$ cat config.mk
export PLATFORM = sky130hd
export DESIGN_NAME = md_unit
export DESIGN_NICKNAME = d
export VERILOG_FILES = /design/src/rtl/md_pkg.sv /design/src/rtl/md_unit_div_core.sv /design/src/rtl/md_unit.sv
export SDC_FILE = /design/constraint.sdc
export NUM_CORES = 2
export LEC_CHECK = 0
export BUFFER_PORTS_ARGS = -buffer_cell sky130_fd_sc_hd__buf_2
export CAP_MARGIN = 10
export CORE_MARGIN = 5
export CORE_UTILIZATION = 47
export DETAILED_ROUTE_END_ITERATION = 6
export GPL_TIMING_DRIVEN = 0
export PLACE_DENSITY = 0.74
export REMOVE_ABC_BUFFERS = 1
export SKIP_CTS_REPAIR_TIMING = 1
export SLEW_MARGIN = 10
export SYNTH_ARGS = -nofsm -noshare
export SYNTH_HDL_FRONTEND = slang
export SYNTH_SLANG_ARGS = --single-unit
$ cat constraint.sdc
create_clock -name clk -period 32.2 [get_ports clk]
set_input_delay 9.66 -clock clk [delete_from_list [all_inputs] [get_ports clk]]
set_output_delay 9.66 -clock clk [all_outputs]
set_load 0.005 [all_outputs]
$ cat src/rtl/md_pkg.sv
// Shared encodings for the multiply/divide unit: op codes, FSM states, divider depth.
// Pure declarations; no timing or flow-control behaviour lives here.
package md_pkg;

    typedef enum logic [2:0] {
        MD_MULT  = 3'd0,
        MD_MULTU = 3'd1,
        MD_DIV   = 3'd2,
        MD_DIVU  = 3'd3,
        MD_MTHI  = 3'd4,
        MD_MTLO  = 3'd5
    } md_op_e;

    typedef enum logic [1:0] {
        ST_IDLE = 2'd0,
        ST_MUL  = 2'd1,
        ST_DIV  = 2'd2,
        ST_FIX  = 2'd3
    } md_state_e;

    localparam int DIV_ITERS = 32;
    localparam int CNT_W     = 5;

    function automatic logic md_op_known(input logic [2:0] op);
        return op <= MD_MTLO;
    endfunction

endpackage

$ cat src/rtl/md_unit_div_core.sv
// Unsigned DW/DW restoring divider: one quotient bit per cycle, DW cycles after start.
// No backpressure; start restarts it, abort drops busy at the next edge.
module div_core #(
    parameter int DW = 32
) (
    input  logic          clk,
    input  logic          resetn,
    input  logic          start,
    input  logic          abort,
    input  logic [DW-1:0] dividend,
    input  logic [DW-1:0] divisor,
    output logic          busy,
    output logic [DW-1:0] quotient,
    output logic [DW-1:0] remainder
);

    localparam int CW = $clog2(DW);

    logic          busy_q, busy_d;
    logic [CW-1:0] cnt_q, cnt_d;
    logic [DW-1:0] quo_q, quo_d;
    logic [DW-1:0] rem_q, rem_d;
    logic [DW-1:0] dvs_q, dvs_d;

    logic [DW:0]   shifted;
    logic [DW:0]   diff;

    always_comb begin
        busy_d  = busy_q;
        cnt_d   = cnt_q;
        quo_d   = quo_q;
        rem_d   = rem_q;
        dvs_d   = dvs_q;
        shifted = {rem_q, quo_q[DW-1]};
        diff    = shifted - {1'b0, dvs_q};

        if (abort) begin
            busy_d = 1'b0;
        end else if (start) begin
            busy_d = 1'b1;
            cnt_d  = '0;
            quo_d  = dividend;
            rem_d  = '0;
            dvs_d  = divisor;
        end else if (busy_q) begin
            // Partial remainder stays below the divisor, so a non-negative diff always fits DW bits.
            if (!diff[DW]) begin
                rem_d = diff[DW-1:0];
                quo_d = {quo_q[DW-2:0], 1'b1};
            end else begin
                rem_d = shifted[DW-1:0];
                quo_d = {quo_q[DW-2:0], 1'b0};
            end
            cnt_d = cnt_q + CW'(1);
            if (cnt_q == CW'(DW - 1)) begin
                busy_d = 1'b0;
            end
        end
    end

    always_ff @(posedge clk) begin
        if (!resetn) begin
            busy_q <= 1'b0;
            cnt_q  <= '0;
            quo_q  <= '0;
            rem_q  <= '0;
            dvs_q  <= '0;
        end else begin
            busy_q <= busy_d;
            cnt_q  <= cnt_d;
            quo_q  <= quo_d;
            rem_q  <= rem_d;
            dvs_q  <= dvs_d;
        end
    end

    assign busy      = busy_q;
    assign quotient  = quo_q;
    assign remainder = rem_q;

endmodule

$ cat src/rtl/md_unit.sv
// HI/LO owner executing MULT/MULTU (MUL_LAT cycles), DIV/DIVU (33 cycles), MTHI/MTLO (immediate).
// Backpressure: stall is raised combinationally while busy and an op or HI/LO read is presented.
module md_unit
    import md_pkg::*;
#(
    parameter int DW      = 32,
    parameter int MUL_LAT = 1
) (
    input  logic          clk,
    input  logic          resetn,
    input  logic          op_valid,
    input  logic [2:0]    op,
    input  logic [DW-1:0] src_a,
    input  logic [DW-1:0] src_b,
    input  logic          mf_req,
    input  logic          cancel,
    output logic          busy,
    output logic          stall,
    output logic          done,
    output logic [DW-1:0] hi,
    output logic [DW-1:0] lo
);

    localparam int PW = 2 * DW;

    md_state_e               state_q, state_d;
    logic [CNT_W-1:0]        cnt_q, cnt_d;
    logic [DW-1:0]           a_q, a_d;
    logic [DW-1:0]           b_q, b_d;
    logic                    div_sgn_q, div_sgn_d;
    logic [DW-1:0]           hi_q, hi_d;
    logic [DW-1:0]           lo_q, lo_d;
    logic                    done_q, done_d;
    logic [MUL_LAT-1:0][PW-1:0] mul_pipe_q, mul_pipe_d;

    logic          accept;
    logic          is_mul;
    logic          is_div;
    logic          div_signed;
    logic [PW-1:0] mul_a;
    logic [PW-1:0] mul_b;
    logic [PW-1:0] product;
    logic [DW-1:0] div_dividend;
    logic [DW-1:0] div_divisor;
    logic          mul_last;
    logic          div_last;
    logic          div_busy;
    logic [DW-1:0] div_quo;
    logic [DW-1:0] div_rem;
    logic          q_neg;
    logic          r_neg;
    logic [DW-1:0] fix_hi;
    logic [DW-1:0] fix_lo;

    assign accept     = op_valid & ~cancel & (state_q == ST_IDLE) & md_op_known(op);
    assign is_mul     = (op == MD_MULT) | (op == MD_MULTU);
    assign is_div     = (op == MD_DIV)  | (op == MD_DIVU);
    assign div_signed = (op == MD_DIV);

    // Sign- or zero-extend to full width so one unsigned multiply serves both flavours.
    assign mul_a   = (op == MD_MULT) ? {{DW{src_a[DW-1]}}, src_a} : {{DW{1'b0}}, src_a};
    assign mul_b   = (op == MD_MULT) ? {{DW{src_b[DW-1]}}, src_b} : {{DW{1'b0}}, src_b};
    assign product = mul_a * mul_b;

    assign div_dividend = (div_signed & src_a[DW-1]) ? -src_a : src_a;
    assign div_divisor  = (div_signed & src_b[DW-1]) ? -src_b : src_b;

    assign mul_last = (cnt_q == CNT_W'(MUL_LAT - 1));
    assign div_last = (cnt_q == CNT_W'(DIV_ITERS - 1));

    div_core #(.DW(DW)) u_div_core (
        .clk       (clk),
        .resetn    (resetn),
        .start     (accept & is_div),
        .abort     (cancel),
        .dividend  (div_dividend),
        .divisor   (div_divisor),
        .busy      (div_busy),
        .quotient  (div_quo),
        .remainder (div_rem)
    );

    // 0x8000_0000 / -1 falls out naturally: negating 2^31 wraps back to itself.
    assign q_neg  = div_sgn_q & (a_q[DW-1] ^ b_q[DW-1]);
    assign r_neg  = div_sgn_q & a_q[DW-1];
    assign fix_lo = (b_q == '0) ? '1  : (q_neg ? -div_quo : div_quo);
    assign fix_hi = (b_q == '0) ? a_q : (r_neg ? -div_rem : div_rem);

    always_ff @(posedge clk) begin
        if (!resetn) begin
            state_q <= ST_IDLE;
        end else begin
            state_q <= state_d;
        end
    end

    always_comb begin
        state_d = state_q;
        unique case (state_q)
            ST_IDLE: begin
                if (accept && is_mul) begin
                    state_d = ST_MUL;
                end else if (accept && is_div) begin
                    state_d = ST_DIV;
                end
            end
            ST_MUL: begin
                if (cancel || mul_last) begin
                    state_d = ST_IDLE;
                end
            end
            ST_DIV: begin
                if (cancel) begin
                    state_d = ST_IDLE;
                end else if (div_last || !div_busy) begin
                    state_d = ST_FIX;
                end
            end
            ST_FIX: begin
                state_d = ST_IDLE;
            end
        endcase
    end

    always_comb begin
        cnt_d      = cnt_q;
        a_d        = a_q;
        b_d        = b_q;
        div_sgn_d  = div_sgn_q;
        hi_d       = hi_q;
        lo_d       = lo_q;
        done_d     = 1'b0;
        mul_pipe_d = mul_pipe_q;
        for (int i = 1; i < MUL_LAT; i++) begin
            mul_pipe_d[i] = mul_pipe_q[i-1];
        end

        unique case (state_q)
            ST_IDLE: begin
                if (accept) begin
                    cnt_d = '0;
                    if (op == MD_MTHI) begin
                        hi_d = src_a;
                    end else if (op == MD_MTLO) begin
                        lo_d = src_a;
                    end else if (is_mul) begin
                        mul_pipe_d[0] = product;
                    end else begin
                        a_d       = src_a;
                        b_d       = src_b;
                        div_sgn_d = div_signed;
                    end
                end
            end
            ST_MUL: begin
                if (cancel || mul_last) begin
                    cnt_d = '0;
                end else begin
                    cnt_d = cnt_q + CNT_W'(1);
                end
                if (!cancel && mul_last) begin
                    {hi_d, lo_d} = mul_pipe_q[MUL_LAT-1];
                    done_d       = 1'b1;
                end
            end
            ST_DIV: begin
                if (cancel || div_last) begin
                    cnt_d = '0;
                end else begin
                    cnt_d = cnt_q + CNT_W'(1);
                end
            end
            ST_FIX: begin
                if (!cancel) begin
                    hi_d   = fix_hi;
                    lo_d   = fix_lo;
                    done_d = 1'b1;
                end
            end
        endcase
    end

    always_ff @(posedge clk) begin
        if (!resetn) begin
            cnt_q      <= '0;
            a_q        <= '0;
            b_q        <= '0;
            div_sgn_q  <= 1'b0;
            hi_q       <= '0;
            lo_q       <= '0;
            done_q     <= 1'b0;
            mul_pipe_q <= '0;
        end else begin
            cnt_q      <= cnt_d;
            a_q        <= a_d;
            b_q        <= b_d;
            div_sgn_q  <= div_sgn_d;
            hi_q       <= hi_d;
            lo_q       <= lo_d;
            done_q     <= done_d;
            mul_pipe_q <= mul_pipe_d;
        end
    end

    assign busy  = (state_q != ST_IDLE);
    assign stall = (op_valid | mf_req) & busy & ~cancel;
    assign done  = done_q;
    assign hi    = hi_q;
    assign lo    = lo_q;

endmodule
== After elaboration in Yosys (flattened, before gate mapping) ==
Cells that the tools add are included.
Storage, ports and cells
  register bits after elaboration: 303
  output and inout bits: 67
Operators by class
  add/subtract/negate cells: 7
  multipliers: 1
  order comparisons: 1
  equal/unequal tests: 19
  mux-type cells: 43
  bitwise logic cells: 19
  reduce and logical (&&, ||, !) cells: 25
Operators with widths (count)
  two-way mux 32 bit: 20
  case mux 32 bit (3 select lines): 2
  two-way mux 64 bit: 2
  negator 32 bit: 4
  multiplier 64 x 64 -> 64 bit: 1
  subtractor 33 x 32 -> 33 bit: 1
  zero test 32 bit: 1
  two-way mux 5 bit: 5
  case mux 5 bit (3 select lines): 1
  AND reduction 5 bit: 3
  adder 5 x 1 -> 5 bit, second input constant: 2
  bitwise AND 1 bit: 10
  equality test 5 bit, second input constant: 2
  two-way mux 2 bit: 5
  != test 2 bit, second input constant: 5
  case mux 2 bit (4 select lines): 1
  equality test 3 x 2 -> 1 bit, second input constant: 2
  equality test 3 bit, second input constant: 2
  two-way mux 1 bit: 6
  AND reduction 2 bit: 3
  AND reduction 6 bit: 1
  nonzero test 3 bit: 2
  zero test 5 bit: 1
  NOT 1 bit: 5
  18 further kinds: 28

== Depth between registers and ports, before layout ==
  word-level depth: 8
  depth in mapped cells: 38
  depth with buffers taken out: 36

== Modules after synthesis ==
From an unflattened synthesis, not the netlist that was laid out.
Unflattened totals
  cells, all modules: 7308
  area, all modules: 64386.8 um2
Modules (own cells, without submodules)
  md_unit: times used 1, cells each 6556, area each 58269.6 um2
  div_core: times used 1, cells each 752, area each 6117.1 um2

== Worst setup path after synthesis ==
Ideal clock, no wire load.
  path type: input port to output port
  start point: input cancel
  end point: output stall
  arrival: 9950 ps
  data required time: 22540 ps
  slack: 12590 ps
  cell stages on the path: 2
  buffers on the path: 0
  cell sequence: nor2_1 > o21a_1
Between the ends
  word-level cells in the longest chain between the ends: 2
Ends and longest elaborated chain
  start: declaration: line md_unit.sv:16  | input logic cancel,
  NOT 1 bit (no source line)
  bitwise AND 1 bit: line md_unit.sv:206  | assign stall = (op_valid | mf_req) & busy & ~cancel;
  end: declaration: line md_unit.sv:18  | output logic stall,
No other way between the ends.

== Final worst setup path ==
  start point: input op[1]
  end point: register mul_pipe_q[58] in the netlist's numbering
Between the ends
  word-level cells in the longest chain between the ends: 3
  elaborated cells between the ends (all ways): 13
Ends and longest elaborated chain
  start: declaration: line md_unit.sv:12  | input logic [2:0] op,
  zero test 3 bit (tied with other cells): line md_unit.sv:56, md_unit.sv:61, md_unit.sv:62
  two-way mux 64 bit (tied with other cells): line md_unit.sv:61  | assign mul_a = (op == MD_MULT) ? {{DW{src_a[DW-1]}}, src_a} : {{DW{1'b0}}, src_a};
  multiplier 64 x 64 -> 64 bit / AND reduction 5 bit (equally long branches)
  end signal: assignment: line md_unit.sv:201  | mul_pipe_q <= mul_pipe_d;
  end: declaration: line md_unit.sv:34  | logic [MUL_LAT-1:0][PW-1:0] mul_pipe_q, mul_pipe_d;
Several ways; a longest one is shown, not always the timed one.
A chain may end at the register's enable or synchronous reset.

==> impl_metrics.ini <==
[synthesis]
synth_compound_area_share_pct = 9.06
main_combinational_cell_family_by_area_after_synthesis = adder cells
synth_cells = 7239
syn_area_per_cell_um2 = 8.84
synth_top_area_share_pct = 44.3
synthAdderAreaFrac_pct = 51.4
ys_seq_elements = 303
ys_seq_area_share_pct = 9.48
yosys_warnings = 0
synthFlopType = dfxtp_1
synth_xor_area_share_pct = 3.67
synth_area_leaders = fa_1, dfxtp_1, inv_1
synth_top_cell_by_area = fa_1
synth_edf_count = 0
synth_cell_types = 83
synthMuxAreaShare_pct = 0.456
synth_async_sr_flop_share_pct = 0
post_synth_instance_area_um2 = 64000
synth-simple-area-share_pct = 14.1

[grt]
grt_usage_pct = 26.1
grt_max_degree = 134
via_count_of_the_first_global_routing_pass = 52600
globalRouteOverflowTotal = 0
first_pass_grt_wire_length_mm = 293
number_of_antenna_violations_at_the_first_check_in_global_routing = 15

[floorplan]
initial_utilization_pct = 47.3
std_cell_rows = 135
floorplan.die.height_um = 379
die_area_um2 = 144000
dieWidth_um = 379
pin_count = 139
core_region_area_um2 = 135000

[timing]
max_clock_freq_ghz = 0.0494
tns_ns = 0
post-route-min-period_ns = 20.23
finalMaxSlewViolations = 0
fin_crit_sh_pct = 62.8
timing.clock.skew_ns = 0.0267
timing.final.setup_violations = 0
grt_setup_unrepaired = no
worst_slack_ns = 11.97
timing.slew.headroom_pct = 9.47
worst_slew_pin_slew_ns = 1.36
timing_hold_violations_final = 0

[clocking]
clk-insertion-delay-late_ns = 0.59
tritoncts.num_buffers = 31
clockBufferDepth = 3
clock_tree_from_tritoncts = done
worst_setup_hold_path_clk_slew_ns = 0.06
htree_num_levels = 1
clockRootBuffer = clkbuf_16
tritoncts_sink_count = 303

[critical_path]
worstPathBufferInverterCount = 7
timing.critical_path.slowest_cell_delay_ns = 0.93
timing.critical_path.arrival_ns = 20.66
path_delay_family = adder cells
critPathMaxFanout = 20
timing.setup.critical_path_class = input port to register
critical_path.startpoint_type = input port
worst_setup_path_end_kind = register
cp_max_delay_cell = fa_1
crit_required_ns = 32.63
worst_path_most_repeated_cell = fa_1

[placed_design]
preCtsSetupSlack_ns = 11.05
globalplace.congestion = 0.981
port_buffers = 138
detailedPlacementHpwl_mm = 142

[final_layout]
fill_cells = 12400
area_growth_syn_to_layout_pct = 4.62
drive_above_1_share_pct = 3.93
final_net_count = 8843
final_core_utilization_pct = 49.5

[worst_hold_path]
hold_path_class = register to register

[route]
route.antenna.remaining_nets = 0
avgViaCountPerCell = 5.54
dr.first_iter.drc_count = 3785
via_count = 48800
drt_wl_total_mm = 184
route.detailed.drc = 0
wl_per_cell_um = 20.9
drt_first_pass_iters = 6

[run]
timing.max_cap.violations = 0

[status]
status = completed
-- metal layers --
layer  part of all wire, %  vias up  wire length, µm  GRT usage, %
met1                    40    25100            74400          34.6
met4                   3.3       12             6090          7.87
li1                      -    21300                -             -
met2                    47     1992            86400          43.3
met3                   9.3      393            17200          5.23
met5                 0.040        -               74             0
-- area by class of cell --
type	count	area, µm²	area share, %
Tap cell	1781	2230	3.33
Timing Repair Buffer	165	1190	1.78
Clock inverter	14	220	0.329
Sequential cell	303	6070	9.06
Clock buffer	43	911	1.36
Multi-Input combinational cell	4933	50400	75.3
Inverter	1560	5860	8.76
Antenna cell	9	22.5	0.0337
-- sequential cells by signal (all words and copies together), names as in the netlist --
register and count:
u_div_core.busy 1, a_q 32, done 1, cnt_q 5
u_div_core.quotient 32, lo 32, b_q 32, state_q 2
div_sgn_q 1, u_div_core.dvs_q 32, mul_pipe_q 64, u_div_core.cnt_q 5
u_div_core.remainder 32, hi 32
-- cells in the mapped netlist (28+ instances only) --
library cell,n
and3_1,44
nand2_1,1069
fa_1,1416
a21o_1,59
inv_1,1560
a21oi_1,290
a311oi_1,57
buf_1,69
and2_1,433
a31oi_1,46
ha_1,361
xnor2_1,171
a22oi_1,60
dfxtp_1,303
o21ai_0,217
clkbuf_1,362
nand3_1,30
mux2i_1,28
nor2_1,211
a211oi_1,45
xor2_1,94
-- worst paths after layout --
path,startpoint,to,slack [ns],cells after the start
worst max-delay path,op[1],mul_pipe_q[58]$_SDFFE_PN0P_,11.97,30
worst min-delay path,mul_pipe_q[11]$_SDFFE_PN0P_,mul_pipe_q[11]$_SDFFE_PN0P_,0.45,2
worst max register to register,u_div_core.quotient[31]$_SDFFE_PN0P_,u_div_core.remainder[19]$_SDFFE_PN0P_,27.99,16
worst min register to register,mul_pipe_q[11]$_SDFFE_PN0P_,mul_pipe_q[11]$_SDFFE_PN0P_,0.45,2
-- worst register-to-register path: stages (launching register included) --
cell and delay, ns:
dfxtp_1 0.34, inv_1 0.16, ha_1 0.25, inv_1 0.07, fa_1 0.43, a211oi_2 0.28, o21a_1 0.20, nor3_2 0.07
o2111ai_2 0.30, a211oi_2 0.14, o31ai_2 0.42, a21oi_4 0.15, xnor2_4 0.53, buf_16 0.24, buf_16 0.17, mux2i_1 0.21
a21oi_1 0.08
-- cells in the final DEF, fill, tap and decap left out, types with 60 or more instances in the layout --
| cell type | netlist | layout |
|---|---|---|
| inv_1 | 1560 | 1559 |
| fa_1 | 1416 | 1416 |
| nand2_1 | 1069 | 1068 |
| and2_1 | 433 | 432 |
| ha_1 | 361 | 359 |
| dfxtp_1 | 303 | 303 |
| a21oi_1 | 290 | 288 |
| o21ai_0 | 217 | 217 |
| nor2_1 | 211 | 208 |
| xnor2_1 | 171 | 171 |
| buf_2 | 7 | 139 |
| xor2_1 | 94 | 94 |
| a22oi_1 | 60 | 60 |
-- cells by family (layout without fill, tap and decap cells) --
logic type,Yosys count,after routing
buffers and inverters,2003,1782
other,0,9
multiplexers,29,29
AND/OR/NAND/NOR,1944,1944
flip-flops,303,303
adder cells (fa/ha/maj),1777,1777
XOR/XNOR,266,266
AO/OA/AOI/OAI,917,917
-- metrics by stage --
step / cell area (µm²) / std cells / hold WS (ns)
global placement: 65200 / 8715 / 0.438
floorplan: 62200 / 6796 / 0.425
detailed placement: 65700 / 8741 / 0.444
global route: 66900 / 8801 / 0.467
CTS: 66900 / 8798 / 0.452
finish: 66900 / 8808 / 0.451
Power is left out: the tool's default activity adds up to more than one toggle a clock period on the data nets, which glitch-free logic cannot reach.
